## src/rtl/mac_pipe_pkg.sv

```systemverilog
// Shared definitions for the pipelined multiply-accumulate unit:
// opcode encodings, the stage-kind tag and the accumulator width helper.
package mac_pkg;

  localparam logic [3:0] MAC_RESET = 4'h0;
  localparam logic [3:0] MAC_MULT  = 4'h1;
  localparam logic [3:0] MAC_ACC   = 4'h2;
  localparam logic [3:0] MAC_MACC  = 4'h3;
  localparam logic [3:0] MAC_REGA  = 4'h4;
  localparam logic [3:0] MAC_REGB  = 4'h5;
  localparam logic [3:0] MAC_MSW   = 4'h6;
  localparam logic [3:0] MAC_LSW   = 4'h7;
  localparam logic [3:0] MAC_GRD   = 4'h8;
  localparam logic [3:0] MAC_NOOP  = 4'hF;

  // What an in-flight product is destined for once it leaves stage 1.
  typedef enum logic {
    KIND_MULT = 1'b0,  // product lands in registerC
    KIND_MACC = 1'b1   // product is added into the accumulator
  } stage_kind_e;

  // Accumulator width: full product plus guard bits.
  function automatic int acc_width(input int data_width, input int guard_bits);
    return 2 * data_width + guard_bits;
  endfunction

endpackage

```

## src/rtl/mac_pipe_if.sv

```systemverilog
// Operation/readout bundle between the processor controller (master) and
// the MAC unit (slave).
//
// Handshake: an operation transfers on a rising clk edge where op_valid and
// op_ready are both high. op_ready is combinational from opcode and the
// pipeline state and may be low for hazards; the master holds opcode,
// signed_mode and data_in stable while op_valid is high and not yet accepted.
// data_valid is a one-cycle pulse qualifying a new data_out; there is no
// back-pressure on the readout path.
interface mac_pipe_if #(
  parameter int DATA_WIDTH = 8
);

  logic                  op_valid;
  logic                  op_ready;
  logic [3:0]            opcode;
  logic                  signed_mode;
  logic [DATA_WIDTH-1:0] data_in;
  logic [DATA_WIDTH-1:0] data_out;
  logic                  data_valid;
  logic                  acc_overflow;
  logic                  busy;

  modport master (
    output op_valid, opcode, signed_mode, data_in,
    input  op_ready, data_out, data_valid, acc_overflow, busy
  );

  modport slave (
    input  op_valid, opcode, signed_mode, data_in,
    output op_ready, data_out, data_valid, acc_overflow, busy
  );

endinterface

```

## src/rtl/mac_pipe_sat_add.sv

```systemverilog
// Combinational accumulator adder: extends the product to the accumulator
// width, adds, detects overflow and optionally clamps the result.
module mac_sat_add #(
  parameter int ACC_W    = 20,
  parameter int PROD_W   = 16,
  parameter int SATURATE = 1
) (
  input  logic [ACC_W-1:0]  acc_in,
  input  logic [PROD_W-1:0] prod_in,
  input  logic              signed_mode,
  output logic [ACC_W-1:0]  sum_out,
  output logic              overflow
);

  logic [ACC_W-1:0] prod_ext;
  logic [ACC_W:0]   raw_sum;

  // Extend, add on ACC_W+1 bits, flag overflow, clamp when saturating.
  always_comb begin
    prod_ext = signed_mode ? {{(ACC_W-PROD_W){prod_in[PROD_W-1]}}, prod_in}
                           : {{(ACC_W-PROD_W){1'b0}}, prod_in};
    raw_sum  = {1'b0, acc_in} + {1'b0, prod_ext};

    if (signed_mode) begin
      overflow = (acc_in[ACC_W-1] == prod_ext[ACC_W-1]) &&
                 (raw_sum[ACC_W-1] != acc_in[ACC_W-1]);
    end else begin
      overflow = raw_sum[ACC_W];
    end

    sum_out = raw_sum[ACC_W-1:0];
    if (overflow && (SATURATE != 0)) begin
      if (!signed_mode) begin
        sum_out = '1;
      end else if (acc_in[ACC_W-1]) begin
        // Both operands negative: clamp to the most negative value.
        sum_out = {1'b1, {(ACC_W-1){1'b0}}};
      end else begin
        sum_out = {1'b0, {(ACC_W-1){1'b1}}};
      end
    end
  end

endmodule

```

## src/rtl/mac_pipe.sv

```systemverilog
// Pipelined multiply-accumulate unit. Stage 1 holds the freshly computed
// product; at the following edge it either lands in registerC (MULT) or is
// accumulated (MACC). Stage 2 marks the cycle after write-back so readouts
// and ACC wait until the pipeline has fully drained. ACC and the readouts
// act on the accumulator directly at their acceptance edge.
module mac_pipe
  import mac_pkg::*;
#(
  parameter int DATA_WIDTH = 8,
  parameter int GUARD_BITS = 4,
  parameter int SATURATE   = 1
) (
  input  logic       clk,
  input  logic       a_reset_n,
  mac_pipe_if.slave  bus
);

  localparam int DW    = DATA_WIDTH;
  localparam int PW    = 2 * DATA_WIDTH;
  localparam int ACC_W = acc_width(DATA_WIDTH, GUARD_BITS);

  // Operand and pipeline state.
  logic [DW-1:0]    reg_a;
  logic [DW-1:0]    reg_b;
  logic [PW-1:0]    prod_s1;
  logic             s1_v;
  stage_kind_e      s1_kind;
  logic             s1_sgn;
  logic             s2_v;
  stage_kind_e      s2_kind;
  logic             acc_v;
  logic [PW-1:0]    reg_c;
  logic             c_signed;

  // Accumulator and readout state.
  logic [ACC_W-1:0] acc;
  logic             acc_ovf;
  logic             last_signed;
  logic [DW-1:0]    data_out_q;
  logic             data_valid_q;

  // Combinational helpers.
  logic             ready;
  logic             accept;
  logic             do_reset;
  logic             macc_inflight;
  logic [PW-1:0]    a_ext;
  logic [PW-1:0]    b_ext;
  logic [PW-1:0]    prod_next;
  logic             macc_wb;
  logic             acc_take;
  logic             add_en;
  logic [PW-1:0]    add_prod;
  logic             add_sgn;
  logic [ACC_W-1:0] add_sum;
  logic             add_ovf;
  logic [DW-1:0]    grd_word;

  assign accept        = bus.op_valid && ready;
  assign do_reset      = accept && (bus.opcode == MAC_RESET);
  assign macc_inflight = (s1_v && (s1_kind == KIND_MACC)) ||
                         (s2_v && (s2_kind == KIND_MACC));

  // Hazard check: ACC waits for all products, readouts wait for MACC/ACC.
  always_comb begin
    ready = 1'b1;
    case (bus.opcode)
      MAC_ACC:                   ready = !(s1_v || s2_v);
      MAC_MSW, MAC_LSW, MAC_GRD: ready = !(macc_inflight || acc_v);
      default:                   ready = 1'b1;
    endcase
  end

  // One multiplier for both modes: the low PW bits of a PW x PW product of
  // the sign- or zero-extended operands are the correct result either way.
  always_comb begin
    a_ext     = bus.signed_mode ? {{DW{reg_a[DW-1]}}, reg_a} : {{DW{1'b0}}, reg_a};
    b_ext     = bus.signed_mode ? {{DW{reg_b[DW-1]}}, reg_b} : {{DW{1'b0}}, reg_b};
    prod_next = a_ext * b_ext;
  end

  // Only one accumulate source can be active per edge: ACC stalls while any
  // product is in flight, so the MACC write-back and ACC never coincide.
  assign macc_wb  = s1_v && (s1_kind == KIND_MACC);
  assign acc_take = accept && (bus.opcode == MAC_ACC);
  assign add_en   = macc_wb || acc_take;
  assign add_prod = macc_wb ? prod_s1 : reg_c;
  assign add_sgn  = macc_wb ? s1_sgn : c_signed;

  mac_sat_add #(
    .ACC_W    (ACC_W),
    .PROD_W   (PW),
    .SATURATE (SATURATE)
  ) u_sat_add (
    .acc_in      (acc),
    .prod_in     (add_prod),
    .signed_mode (add_sgn),
    .sum_out     (add_sum),
    .overflow    (add_ovf)
  );

  // Guard field readout, extended to a full word.
  always_comb begin
    grd_word = {DW{last_signed & acc[ACC_W-1]}};
    grd_word[GUARD_BITS-1:0] = acc[ACC_W-1:PW];
  end

  // Operand registers.
  always_ff @(posedge clk or negedge a_reset_n) begin
    if (!a_reset_n) begin
      reg_a <= '0;
      reg_b <= '0;
    end else if (accept) begin
      if (bus.opcode == MAC_REGA) reg_a <= bus.data_in;
      if (bus.opcode == MAC_REGB) reg_b <= bus.data_in;
    end
  end

  // Product pipeline and registerC; a RESET opcode kills every stage.
  always_ff @(posedge clk or negedge a_reset_n) begin
    if (!a_reset_n) begin
      prod_s1  <= '0;
      s1_v     <= 1'b0;
      s1_kind  <= KIND_MULT;
      s1_sgn   <= 1'b0;
      s2_v     <= 1'b0;
      s2_kind  <= KIND_MULT;
      acc_v    <= 1'b0;
      reg_c    <= '0;
      c_signed <= 1'b0;
    end else if (do_reset) begin
      s1_v     <= 1'b0;
      s2_v     <= 1'b0;
      acc_v    <= 1'b0;
      reg_c    <= '0;
      c_signed <= 1'b0;
    end else begin
      s2_v    <= s1_v;
      s2_kind <= s1_kind;
      s1_v    <= accept && ((bus.opcode == MAC_MULT) || (bus.opcode == MAC_MACC));
      if (accept && ((bus.opcode == MAC_MULT) || (bus.opcode == MAC_MACC))) begin
        prod_s1 <= prod_next;
        s1_kind <= (bus.opcode == MAC_MACC) ? KIND_MACC : KIND_MULT;
        s1_sgn  <= bus.signed_mode;
      end
      acc_v <= acc_take;
      if (s1_v && (s1_kind == KIND_MULT)) begin
        reg_c    <= prod_s1;
        c_signed <= s1_sgn;
      end
    end
  end

  // Accumulator and sticky overflow; RESET beats a same-edge write-back.
  always_ff @(posedge clk or negedge a_reset_n) begin
    if (!a_reset_n) begin
      acc         <= '0;
      acc_ovf     <= 1'b0;
      last_signed <= 1'b0;
    end else if (do_reset) begin
      acc         <= '0;
      acc_ovf     <= 1'b0;
      last_signed <= 1'b0;
    end else if (add_en) begin
      acc         <= add_sum;
      last_signed <= add_sgn;
      if (add_ovf) acc_ovf <= 1'b1;
    end
  end

  // Readout register with a one-cycle valid pulse; data_out holds otherwise.
  always_ff @(posedge clk or negedge a_reset_n) begin
    if (!a_reset_n) begin
      data_out_q   <= '0;
      data_valid_q <= 1'b0;
    end else begin
      data_valid_q <= 1'b0;
      if (accept) begin
        case (bus.opcode)
          MAC_MSW: begin
            data_out_q   <= acc[PW-1:DW];
            data_valid_q <= 1'b1;
          end
          MAC_LSW: begin
            data_out_q   <= acc[DW-1:0];
            data_valid_q <= 1'b1;
          end
          MAC_GRD: begin
            data_out_q   <= grd_word;
            data_valid_q <= 1'b1;
          end
          default: ;
        endcase
      end
    end
  end

  assign bus.op_ready     = ready;
  assign bus.data_out     = data_out_q;
  assign bus.data_valid   = data_valid_q;
  assign bus.acc_overflow = acc_ovf;
  assign bus.busy         = s1_v || s2_v || acc_v;

endmodule

```

## src/flat_wrapper.sv

```systemverilog
// flat-port wrapper written by rule: the top's interface ports become plain ports
module mac_pipe_flat import mac_pkg::*;
#(
  parameter int DATA_WIDTH = 8,
  parameter int GUARD_BITS = 4,
  parameter int SATURATE   = 1
)
  (clk, a_reset_n, bus_op_valid, bus_opcode, bus_signed_mode, bus_data_in, bus_op_ready, bus_data_out, bus_data_valid, bus_acc_overflow, bus_busy);
  mac_pipe_if #(.DATA_WIDTH(DATA_WIDTH)) bus_i ();
  input  logic clk;
  input  logic a_reset_n;
  input wire logic [$bits(bus_i.op_valid)-1:0] bus_op_valid;
  input wire logic [$bits(bus_i.opcode)-1:0] bus_opcode;
  input wire logic [$bits(bus_i.signed_mode)-1:0] bus_signed_mode;
  input wire logic [$bits(bus_i.data_in)-1:0] bus_data_in;
  output wire logic [$bits(bus_i.op_ready)-1:0] bus_op_ready;
  output wire logic [$bits(bus_i.data_out)-1:0] bus_data_out;
  output wire logic [$bits(bus_i.data_valid)-1:0] bus_data_valid;
  output wire logic [$bits(bus_i.acc_overflow)-1:0] bus_acc_overflow;
  output wire logic [$bits(bus_i.busy)-1:0] bus_busy;
  assign bus_i.op_valid = bus_op_valid;
  assign bus_i.opcode = bus_opcode;
  assign bus_i.signed_mode = bus_signed_mode;
  assign bus_i.data_in = bus_data_in;
  assign bus_op_ready = bus_i.op_ready;
  assign bus_data_out = bus_i.data_out;
  assign bus_data_valid = bus_i.data_valid;
  assign bus_acc_overflow = bus_i.acc_overflow;
  assign bus_busy = bus_i.busy;
  mac_pipe #(.DATA_WIDTH(DATA_WIDTH), .GUARD_BITS(GUARD_BITS), .SATURATE(SATURATE)) u_core (.clk(clk), .a_reset_n(a_reset_n), .bus(bus_i));
endmodule
```

## config.mk

```make
export PLATFORM = sky130hd
export DESIGN_NAME = mac_pipe_flat
export DESIGN_NICKNAME = d
export VERILOG_FILES = /design/src/rtl/mac_pipe_pkg.sv /design/src/rtl/mac_pipe_if.sv /design/src/rtl/mac_pipe_sat_add.sv /design/src/rtl/mac_pipe.sv /design/src/flat_wrapper.sv
export SDC_FILE = /design/constraint.sdc
export NUM_CORES = 1
export LEC_CHECK = 0
export BUFFER_PORTS_ARGS = -buffer_cell sky130_fd_sc_hd__buf_2
export CAP_MARGIN = 25
export CORE_ASPECT_RATIO = 1.1
export CORE_MARGIN = 2
export CORE_UTILIZATION = 50
export CTS_BUF_LIST = sky130_fd_sc_hd__clkbuf_2
export DETAILED_ROUTE_END_ITERATION = 8
export MAX_ROUTING_LAYER = met4
export PLACE_DENSITY_LB_ADDON = 0.3
export SKIP_CTS_REPAIR_TIMING = 1
export SLEW_MARGIN = 10
export SYNTH_ARGS = -nofsm -noshare
export SYNTH_HDL_FRONTEND = slang
export SYNTH_SLANG_ARGS = --single-unit
```

## constraint.sdc

```tcl
create_clock -name clk -period 7.3 [get_ports clk]
set_input_delay 2.19 -clock clk [delete_from_list [all_inputs] [get_ports clk]]
set_output_delay 2.19 -clock clk [all_outputs]
set_load 0.01 [all_outputs]
```

### After elaboration in Yosys (flattened, before gate mapping)

Index checks and enable logic that the tools add are counted.
W data, S select, Z words.

* bits in latches: 0
* output and inout port bits: 12
* input bits: 16
* memories kept: 0
* logic and storage cells: 86
* flip-flop bits (word level): 86
* ROM bits: 0
* bits in writable memories: 0

* equality and inequality tests: 10
* bitwise gates (word level): 3
* $add $sub $neg: 1
* muxes and demuxes: 28
* magnitude comparators: 0
* div/mod/pow operators: 0
* shifts and indexed selects: 0
* multipliers: 1
* reductions and logical operators: 27

Operator list (count)
* $mux W20: 6
* $mux W16: 5
* $pmux W8 S3: 1
* $add A20 B20 Y21: 1
* $eq A4 B3 Y1 const B: 4
* $mul A16 B16 Y16: 1
* $mux W1: 15
* $reduce_and A2 Y1: 5
* $eq A4 B2 Y1 const B: 2
* $logic_and A1 B1 Y1: 8
* $logic_or A1 B1 Y1: 6
* $reduce_bool A2 Y1: 3
* $eq A4 B1 Y1 const B: 1
* $eq A4 B4 Y1 const B: 1
* $logic_not A4 Y1: 1
* $reduce_bool A3 Y1: 1
* $reduce_or A3 Y1: 1
* $logic_not A1 Y1: 2
* $not A1 Y1: 2
* $pmux W1 S2: 1
* $and A1 B1 Y1: 1
* $eq A1 B1 Y1: 1
* $ne A1 B1 Y1: 1

### Longest topological paths before layout

Gate-level depths: netlist of the first run.

* depth in word-level cells: 10
* mapped depth: 24

### Cells and area by module

From an unflattened synthesis of the first run, not the netlist that was laid out.

* cell total of the unflattened synthesis: 934
* area, all modules: 8592.0 um2

By module, submodules not included
* mac_pipe: cells each 771, area an instance 7404.6 um2, seq. area each 2152.1 um2, times used 1
* mac_sat_add: cells each 163, area an instance 1187.4 um2, seq. area each 0.0 um2, times used 1

### Worst setup path after synthesis of the first run

No wires, ideal clock.

* path type: input port to flip-flop
* from: in bus_signed_mode
* to: reg u_core.prod_s1[15]
* stages on the path: 20
* arrival time: 6885 ps
* setup slack: 279 ps
* required time: 7164 ps
* path through: clkbuf_1 -> and3_1 -> ha_1 -> inv_1 -> fa_1 -> inv_1 -> fa_1 -> inv_1 -> fa_1 -> inv_1 -> fa_1 -> inv_1 -> fa_1 -> inv_1 -> ha_1 -> nor2b_1 -> o21a_1 -> o41ai_1 -> xnor2_1 -> o21ai_0

* cells in the longest elaborated chain, start to end: 2
* elaborated cells on any way between the ends: 3
* those cells by class: 1 x mul; 2 x mux

RTL lines
* start, declared: line flat_wrapper.sv:14 `input wire logic [$bits(bus_i.signed_mode)-1:0] bus_signed_mode;`
* $mux W16 (on tied branches): line mac_pipe.sv:77, mac_pipe.sv:78
* $mul A16 B16 Y16 (*): line mac_pipe.sv:79 `prod_next = a_ext * b_ext;`
* end signal, assigned: line mac_pipe.sv:142 `prod_s1 <= prod_next;`
* end, declared: line mac_pipe.sv:25 `logic [PW-1:0] prod_s1;`

Every way passes the cells marked *; elsewhere a longest branch is shown, timed or not.
A chain may end at the register's enable or synchronous reset.

### Worst setup path in the final report of the first run

Ends and elaborated chain as after synthesis.

==> results of run 1 <==
[registers in the layout, summed over array words and instances (netlist names)]
signal	cells
u_core.acc	20
u_core.bus.acc_overflow	1
u_core.bus.data_out	8
u_core.bus.data_valid	1
u_core.prod_s1	16
u_core.s2_v	1
u_core.c_signed	1
u_core.acc_v	1
u_core.s1_kind	1
u_core.s2_kind	1
u_core.last_signed	1
u_core.reg_b	8
u_core.s1_sgn	1
u_core.reg_a	8
u_core.reg_c	16
u_core.s1_v	1
[power groups by stage]
stage,Clock (mW),Combinational [mW],Sequential [mW]
6_report,0.235,2.66,0.817
5_1_grt,0.265,3.10,0.848
4_1_cts,0.248,2.70,0.818
3_5_place_dp,0,2.69,0.830
3_3_place_gp,0,2.62,0.829
2_1_floorplan,0,2.20,0.734
[per-layer routing]
metal | track usage [%] | vias up
li1 | - | 3063
met1 | 26.5 | 2996
met2 | 37.5 | 83
met3 | 3.44 | 22
met4 | 5.84 | 0
met5 | - | -
[logic make-up after synthesis]
family	Yosys count	share of synthesized area (%)
compound gates	160	12.6
xor+xnor	54	5.58
fa+ha+maj	143	27.2
buf+inv	170	7.82
flops	86	25.4
mux	35	4.97
simple gates	276	16.4
[through the flow]
step | hold slack (ns) | cells | setup WS, ns | instance area [um2]
finish | 0.512 | 1139 | 0.791 | 8870
global route | 0.550 | 1139 | 0.509 | 8870
CTS | 0.521 | 1138 | 0.812 | 8850
detailed placement | 0.465 | 1122 | 0.0410 | 8750
global placement | 0.456 | 1122 | 0.128 | 8750
floorplan | 0.457 | 924 | 0.279 | 8480
[final timing paths]
kind                                        startpoint                endpoint  slack, ns  cells past startpoint
worst max-delay path                   bus_signed_mode      u_core.prod_s1[15]       0.79                     21
worst min-delay path            u_core.bus.data_out[0]  u_core.bus.data_out[0]       0.51                      2
worst max register to register         u_core.reg_a[2]      u_core.prod_s1[15]       1.64                     22
worst min register to register  u_core.bus.data_out[0]  u_core.bus.data_out[0]       0.51                      2
max in group asynchronous                    a_reset_n         u_core.reg_a[7]       4.82                      2
min in group asynchronous                    a_reset_n          u_core.acc[18]       1.42                      1
[final cells by class]
type	instances	area, um2
fillers	1531	7630
multi-input cells	668	5660
flip-flops and latches	86	2150
inverters	130	490
well taps	204	255
repair buffers	35	205
clock inverters	7	56.3
clock buffers	9	45.0
[tightest hold or removal path, stage by stage, from the launching register on]
cell	delay, ns
dfrtp_1	0.41
nand2_1	0.04
o21ai_0	0.06
[placed cells by master, fill, tap and decap left out, types with 9 or more instances in the layout]
cell type  count
ha_1          74
inv_1        128
xnor2_1       38
a21oi_1       48
clkbuf_2       9
o21ai_0       32
a22o_1        17
nand2_1      116
buf_2         26
dfrtp_1       86
fa_1          69
nor2_1        27
and2_1        51
nand3_1       27
xor2_1        16
and3_1        12
mux2_2        25
==> results.md, run 1 <==
- Crit path cell chain: buf_2 > and2_0 > and2_1 > ha_1 > inv_1 > fa_1 > inv_1 > fa_1 > inv_1 > fa_1 > inv_1 > fa_1 > inv_1 > fa_1 > inv_1 > ha_1 > nor2b_1 > o21a_1 > o41ai_1 > xnor2_1 > o21ai_0
- Combinational Power Share: 71.6%
- HP Class: reg -> reg
- Seq pwr share: between 20% and 30%
- Distinct cells, synth: 65
- Worst path max stage delay: ~0.53 ns
- Most area-consuming cells after synthesis: dfrtp_1 25%, fa_1 16%, ha_1 11%
- Final-report setup violation count: 0
- Num ports: 28
- Cells after Synth: 924
- Worst setup SP type: input pin
- Clock Skew: 0.0541 ns
- Core footprint: 0.0165 mm2
- Pwr/cell area: around 420 mW/mm2
- RSZ-0062 raised after global routing: no
- Rel. slew slack: 45.9%
- Total Routed Length: approximately 18000 um
- Remaining antenna violation count: 0
- Max stage delay cell, worst path: fa_1
- Initial Utilization: approximately half
- CTS H-tree lvls: 3
- Sw frac: roughly 49%
- Number of global-route vias before repair: 6259
- Port Buffer Count: 27
- Largest net degree at the start of global routing: 55
- Fin crit share: 89.2%
- Drt drc: 0
- Ys async rst share: between 90% and 100%
- First-pass GRT wire length: 30400 um
- YS warnings: 0
- Vias/cell: 5.41
- Cell with the most instances after synthesis: inv_1
- Detailed placement HPWL: 14200 um
- Nature of the critical path endpoint: flip-flop
- Top cells by count, synth: 128 x inv_1, 116 x nand2_1, 86 x dfrtp_1
- Worst-path clk slew: between 0.2 and 0.3 ns
- Critical path class: in -> reg
- Final Util: 53.8%
- NetSw: 1.82 mW
- Met1 WL: 7700 um
- Die Wd: 128 um
- Routed WL per cell: 15.4 um
- VDD IR max: 0.219 mV
- Routability Congestion: 0.978
- Fmax: ~150 MHz
- Worst Max-Slew Pin Slew: between 0.8 and 0.9 ns
- DR top layer: met4
- Worst path buffer plus inverter count: 7
- Clock tree buffer depth: 2
- Post-synthesis register bit count: 86
- DR iter-0 viols: 279
- P_leak: 4.48 nW
- First-pass DRT Iterations: 4
- Root buf cell: clkbuf_2
- Cell Rows: 49
- CTS Buf Count: 9
- Sequential fraction of the synthesis area: around a quarter
- Fin nets: 1089
- Syn_area_per_cell: 9.17 um2
- Top_reg_cell synth: dfrtp_1
- CTS tree: yes
- Data required time of the critical path: 7.83 ns
- Crit path DAT: 7.04 ns
- TritonCTS Sinks: 86
- Cell Int Power: 1.89 mW
- Crit Path Max Fanout: 5
- EDFF count, synth: 0
- Fin Setup TNS: 0 ns
- GRT Total Usage: 21.7%
- Synth area leader: dfrtp_1
- Antenna Cells: 0
- Routed wl met2: 9000 um
- Wire length on met3: 555 um
- Top cell type's share of synthesized area: 25.4%
- Initial antenna violation count: 0
- Worst-Skew Late Latency: 0.64 ns
- Synthesized area: 0.00848 mm2
- Total gr overflow: 0
- Die extent in y: 141 um
- Outcome: finished clean
- Hold Violations, Final: 0
- Share of cells above drive strength 1: 11.9%
- Max Cap Viol: 0
- Total power: 3.71 mW
- Die footprint: 0.0180 mm2
- Slew Viols, Final: 0
- Minimum clock period: 6.51 ns
- Most used cell, CP: inv_1
- Clock power share: 6.3%
- Syn_nets: 1083
- Area growth syn-to-layout: 4.59%
- Via Count: 6164
- Delay-heaviest family, CP: adder cells
No activity file was read; power rests on OpenSTA's default activity.
==> run 2, diff against run 1 <==
--- a/config.mk
+++ b/config.mk
@@ -10,3 +10,3 @@
 export CORE_ASPECT_RATIO = 1.1
-export CORE_MARGIN = 2
+export CORE_MARGIN = 5
 export CORE_UTILIZATION = 50
@@ -17,3 +17,3 @@
 export SKIP_CTS_REPAIR_TIMING = 1
-export SLEW_MARGIN = 10
+export SLEW_MARGIN = 20
 export SYNTH_ARGS = -nofsm -noshare
==> constraint.sdc (replaced) <==
create_clock -name clk -period 7.3 [get_ports clk]
set_input_delay 1.46 -clock clk [delete_from_list [all_inputs] [get_ports clk]]
set_output_delay 1.46 -clock clk [all_outputs]
set_load 0.01 [all_outputs]
==> run 2 against run 1 <==
Against the previous run: clock skew decreased by 0.021 ns; clock-buffer cell count rose by 1; clock power fell by 5%; design area decreased by 0.44%; via count is 1.0% higher; register-to-register slack got worse by 0.05 ns; non-clock buffer count is 5 lower; power is 1.3% lower; first-iteration DRC count fell by 13%.
==> results.md, run 2 (same netlist as run 1, synthesis figures left out) <==
- Outcome: finished clean
- Worst-Skew Late Latency: 0.59 ns (-0.05 ns)
- Rel. slew slack: 41.7% (-4.2 points)
- Worst-path clk slew: 0.24 ns (-0.05 ns)
- Crit path cell chain: buf_2 > and2_0 > and2_1 > ha_1 > inv_1 > fa_1 > inv_1 > fa_1 > inv_1 > fa_1 > inv_1 > fa_1 > inv_1 > fa_1 > inv_1 > ha_1 > nor2b_1 > o21a_1 > o41ai_1 > xnor2_1 > o21ai_0
- HP Class: reg -> reg
- Dpl cells: 1122 (unchanged)
- Port Buffer Count: 27 (unchanged)
- Total Routed Length: 17600 um (+0.33%)
- Worst setup SP type: input pin
- Data required time of the critical path: 7.78 ns (-0.05 ns)
- Routability Congestion: 0.945 (-3.4%)
- Worst path max stage delay: 0.53 ns (about the same)
- Most used cell, CP: inv_1
- Antenna Cells: 0 (unchanged)
- Min Hold Slack: 0.505 ns (-0.00740 ns)
- Initial Utilization: 50.4% (-1.0 points)
- First-pass DRT Iterations: 4 (unchanged)
- Worst Max-Slew Pin Slew: 0.871 ns (+0.0614 ns)
- GRT Total Usage: 19.5% (-2.2 points)
- First-pass GRT wire length: 30500 um (+0.45%)
- Reg area: 0.00215 mm2 (unchanged)
- Multi-input logic area: 0.00567 mm2 (+0.13%)
- Die extent in y: 147 um (+4.3%)
- Most common cell after layout, fill and taps aside: inv_1
- Die Wd: 134 um (+4.7%)
- Worst path buffer plus inverter count: 7 (unchanged)
- P_leak: 4.45 nW (-0.60%)
- Commonest non-fill, non-tap cells in the layout: 128 x inv_1, 116 x nand2_1, 86 x dfrtp_1, 74 x ha_1, 69 x fa_1
- Clock tree buffer depth: 2 (unchanged)
- Max FFs per register: 20 (unchanged)
- Nature of the critical path endpoint: flip-flop
- Fin crit share: 83.1% (-6.0 points)
- Max stage delay cell, worst path: fa_1
- Vias/cell: 5.47 (+1.1%)
- Number of global-route vias before repair: 6307 (+0.77%)
- CTS Buf Count: 9 (unchanged)
- VDD IR max: 0.218 mV (-0.45%)
- Initial antenna violation count: 0 (unchanged)
- Slew Viols, Final: 0 (unchanged)
- Critical path class: in -> reg
- Final Util: 52.5% (-1.3 points)
- Remaining antenna violation count: 0 (unchanged)
- CTS tree: yes
- Root buf cell: clkbuf_2
- Final-report setup violation count: 0 (unchanged)
- Area growth syn-to-layout: 4.13%
- Biggest register: u_core.acc
- Total gr overflow: 0 (unchanged)
- Cell Rows: 50 (+2.0%)
- Num ports: 28 (unchanged)
- Crit path DAT: 6.55 ns (-0.49 ns)
- Filler Cell Count: 1572 (+2.7%)
- Share of cells above drive strength 1: 11.5% (-0.37 points)
- Fmax: 165 MHz (+7.2%)
- Final Non-Filler Cells: 1138 (-0.088%)
- Hold Violations, Final: 0 (unchanged)
- Routed WL per cell: 15.5 um (+0.41%)
- TritonCTS Sinks: 86 (unchanged)
- Crit Path Max Fanout: 12 (+7)
- Largest net degree at the start of global routing: 57 (+3.6%)
- Delay-heaviest family, CP: adder cells
- Detailed placement HPWL: 14100 um (-0.89%)
- DR iter-0 viols: 244 (-13%)
- Minimum clock period: 6.07 ns (-0.440 ns)
- Fin nets: 1084 (-0.46%)
- RSZ-0062 raised after global routing: no
- Drt drc: 0 (unchanged)
- Die footprint: 0.0197 mm2 (+9.2%)
- Biggest regs: u_core.acc x20, u_core.prod_s1 x16, u_core.reg_c x16
- Pwr/cell area: 415 mW/mm2 (-0.86%)
- Fin Setup TNS: 0 ns (unchanged)
- Core footprint: 0.0168 mm2 (+2.0%)
- Max Cap Viol: 0 (unchanged)
- CTS H-tree lvls: 3 (unchanged)
- Clock Skew: 0.0326 ns (-0.0215 ns)
- Via Count: 6227 (+1.0%)
[run 2: cell types whose count changed in the layout (fill, tap and decap cells not counted)]
cell / delta
clkbuf_2: +1
nand3_2: +1
buf_4: -4
nor2b_1: -1
clkinv_4: +1
clkinvlp_4: -1
clkinv_2: -1
buf_8: -1
inv_8: -1
clkinv_1: +1
nor2b_2: +1
nand3_1: -1
[run 2: power breakdown]
part | switching [mW] | internal [mW]
Clock | 0.175 | 0.0479
Sequential | 0.200 | 0.623
Combinational | 1.40 | 1.21
[run 2: layout make-up]
class                      instances  area share (%)
sequential                        86            24.4
inverter                         130            5.56
clock buffer                      10           0.567
timing repair buffer              30            1.81
clock inverter                     6           0.510
multi-input combinational        668            64.2
tap                              208            2.95
[run 2: final timing paths]
kind,endpoint,slack [ns],startpoint,depth (start not counted)
setup / recovery,u_core.prod_s1[15],1.23,bus_signed_mode,21
hold / removal,u_core.bus.data_out[5],0.50,u_core.bus.data_out[5],2
setup reg to reg,u_core.prod_s1[15],1.59,u_core.reg_a[2],22
hold reg to reg,u_core.bus.data_out[5],0.50,u_core.bus.data_out[5],2
max in group asynchronous,u_core.reg_a[7],5.48,a_reset_n,2
min in group asynchronous,u_core.acc[12],0.75,a_reset_n,1
[run 2: tightest hold or removal path: stages (launching register included)]
cell and delay, ns:
dfrtp_1 0.40, nand2_1 0.04, o21ai_0 0.06
[run 2: through the flow]
stage	cell area, um2	worst slack [ns]	power (mW)
floorplan	8480	1.01	2.94
global route	8830	1.01	4.21
global placement	8720	0.708	3.41
CTS	8820	1.30	3.72
detailed placement	8730	0.568	3.48
finish	8830	1.23	3.66
[run 2: metal layers]
layer	up-vias	global-route usage [%]	share of wire (%)
li1	3069	-	-
met1	3041	23.9	44
met2	94	33.1	51
met3	23	3.58	3.3
met4	0	5.45	2.0
met5	-	-	0
==> run 3, diff against run 2 <==
clock period = 5 ns   (was 7.3 ns; I/O delays follow)
==> run 3 against run 2 <==
Against the previous run: the run now ends with setup timing left; largest power group unchanged; sequential power grew 38%; first-iteration DRC count grew 11%; clock power grew 96%; final cell count grew 6.7%; via count grew 4.6%; setup slack lost 1.4 ns; core utilization grew 5.3 points; global-route usage grew 1.5 points.
==> results.md, run 3 (same netlist as run 1, synthesis figures left out) <==
- Worst Max-Slew Pin Slew: 0.695 ns (-0.175 ns)
- Total Routed Length: 19400 um (+10%)
- Minimum clock period: 5.14 ns
- GRT Total Usage: 21.0% (+1.5 points)
- Remaining antenna violation count: 0 (unchanged)
- Root buf cell: clkbuf_2
- First-pass DRT Iterations: 4 (unchanged)
- Failing checks: setup timing
- Nature of the critical path endpoint: flip-flop
- Pwr/cell area: 713 mW/mm2 (+72%)
- Worst setup margin: -0.138 ns (-1.37 ns)
- Final Cell Area: 0.00972 mm2 (+10%)
- Routed WL per cell: 16.0 um (+3.5%)
- Routed wl met2: 10300 um (+16%)
- Routability Congestion: 0.912 (-3.5%)
- Clock tree buffer depth: 2 (unchanged)
- Hold Violations, Final: 0 (unchanged)
- Rel. slew slack: 53.7% (+12 points)
- Die extent in y: 147 um (unchanged)
- Num ports: 28 (unchanged)
- Max FFs per register: 20 (unchanged)
- Die Wd: 134 um (unchanged)
- Drt drc: 0 (unchanged)
- Share of cells above drive strength 1: 23.6% (+12 points)
- Crit Path Max Fanout: 8 (-4)
- VDD IR max: 0.365 mV (+67%)
- Initial Utilization: 50.4% (unchanged)
- Start of the worst register-to-register path: u_core.reg_a[4]
- CP Launch Point: u_core.reg_a[4]
- Biggest regs: u_core.acc x20, u_core.prod_s1 x16, u_core.reg_c x16
- Data required time of the critical path: 5.49 ns (-2.29 ns)
- HP Class: in -> async
- Wire length on met3: 577 um (-1.0%)
- R2R setup slack: -0.14 ns (-1.73 ns)
- Core footprint: 0.0168 mm2 (unchanged)
- Initial antenna violation count: 2 (+2)
- Most common cell after layout, fill and taps aside: nand2_1
- Max Cap Viol: 0 (unchanged)
- Dpl cells: 1186 (+5.7%)
- Crit path DAT: 5.63 ns (-0.92 ns)
- Vias/cell: 5.36 (-2.0%)
- First-pass GRT wire length: 32400 um (+6.3%)
- Final Non-Filler Cells: 1214 (+6.7%)
- DR iter-0 viols: 270 (+11%)
- Cell Rows: 50 (unchanged)
- Area growth syn-to-layout: 14.7%
- Total gr overflow: 0 (unchanged)
- RSZ-0062 raised after global routing: yes
- Biggest register: u_core.acc
- Worst setup SP type: flip-flop
- Number of global-route vias before repair: 6644 (+5.3%)
- Outcome: finished, violations left
- Port Buffer Count: 27 (unchanged)
- P_leak: 4.88 nW (+9.5%)
- Commonest non-fill, non-tap cells in the layout: 114 x nand2_1, 112 x inv_1, 77 x dfrtp_1, 69 x fa_1, 66 x buf_4
- CTS Buf Count: 9 (unchanged)
- Via Count: 6512 (+4.6%)
- Worst-path clk slew: 0.27 ns (+0.03 ns)
- Met1 WL: 7970 um (+2.8%)
- Die footprint: 0.0197 mm2 (unchanged)
- CTS tree: yes
- Slew Viols, Final: 0 (unchanged)
- Critical path class: reg -> reg
- Clock Skew: 0.0303 ns (-0.00227 ns)
- DR top layer: met4
- CTS H-tree lvls: 3 (unchanged)
- Fin crit share: 103%
- Cell Area, Placed: 0.00934 mm2 (+7.1%)
- Worst-Skew Late Latency: 0.59 ns (about the same)
- Fin Setup TNS: -0.238 ns (-0.238 ns)
- Fin nets: 1158 (+6.8%)
- Fmax: 195 MHz
- Largest net degree at the start of global routing: 50 (-12%)
- TritonCTS Sinks: 86 (unchanged)
- Final-report setup violation count: 3 (+3)
- Detailed placement HPWL: 15800 um (+12%)
-- run 3: worst paths after layout --
| kind | to | cells after the start |
|---|---|---|
| min in group clk | u_core.bus.data_out[4] | 2 |
| worst max register to register | u_core.prod_s1[15] | 19 |
| max in group asynchronous | u_core.reg_b[5] | 2 |
| worst min register to register | u_core.bus.data_out[4] | 2 |
| worst min-delay path | u_core.acc[5] | 1 |
| worst max-delay path | u_core.prod_s1[15] | 19 |
-- run 3: cell type report --
cell class                 count  area [um2]
clock buffer                   9        45.0
inverter                     130         495
antenna                        2        5.00
clock inverter                 7         105
sequential                    86        2160
tap                          208         260
fill                        1502        7100
timing repair buffer         104         761
multi-input combinational    668        5890
-- run 3: worst max-delay path, stage by stage (launching register included) --
cell and delay, ns:
dfrtp_2 0.50, buf_6 0.15, and2_1 0.16, fa_1 0.48
inv_1 0.06, fa_1 0.53, inv_1 0.05, fa_1 0.52
ha_4 0.21, fa_1 0.49, inv_2 0.04, fa_1 0.54
inv_2 0.05, ha_4 0.24, a31oi_4 0.21, nor2b_4 0.05
o21a_1 0.22, o41ai_2 0.31, xnor2_1 0.16, o21ai_1 0.08
-- run 3: metrics by stage --
stage | hold slack [ns] | worst slack, ns | util (%) | power, mW
after floorplan | 0.457 | -0.400 | - | 4.71
after global placement | 0.455 | -0.570 | 55.5 | 6.05
after detailed placement | 0.465 | -0.670 | 55.5 | 6.20
after CTS | 0.358 | -0.308 | 56.4 | 6.65
after global routing | 0.376 | -0.340 | 57.8 | 7.72
final | 0.375 | -0.138 | 57.8 | 6.93
-- run 3: metal layers --
layer	GRT usage, %	up-vias
met5	-	-
met2	37.3	106
met3	3.24	34
met4	6.47	0
li1	-	3213
met1	24.4	3159
-- run 3: report_power, final --
group / switching (mW) / leakage, nW / total, mW / internal, mW
registers: 0.224 / 1.11 / 1.14 / 0.916
logic: 2.64 / 3.68 / 5.35 / 2.71
clock network: 0.265 / 0.0846 / 0.437 / 0.172
total: 3.13 / 4.88 / 6.93 / 3.80
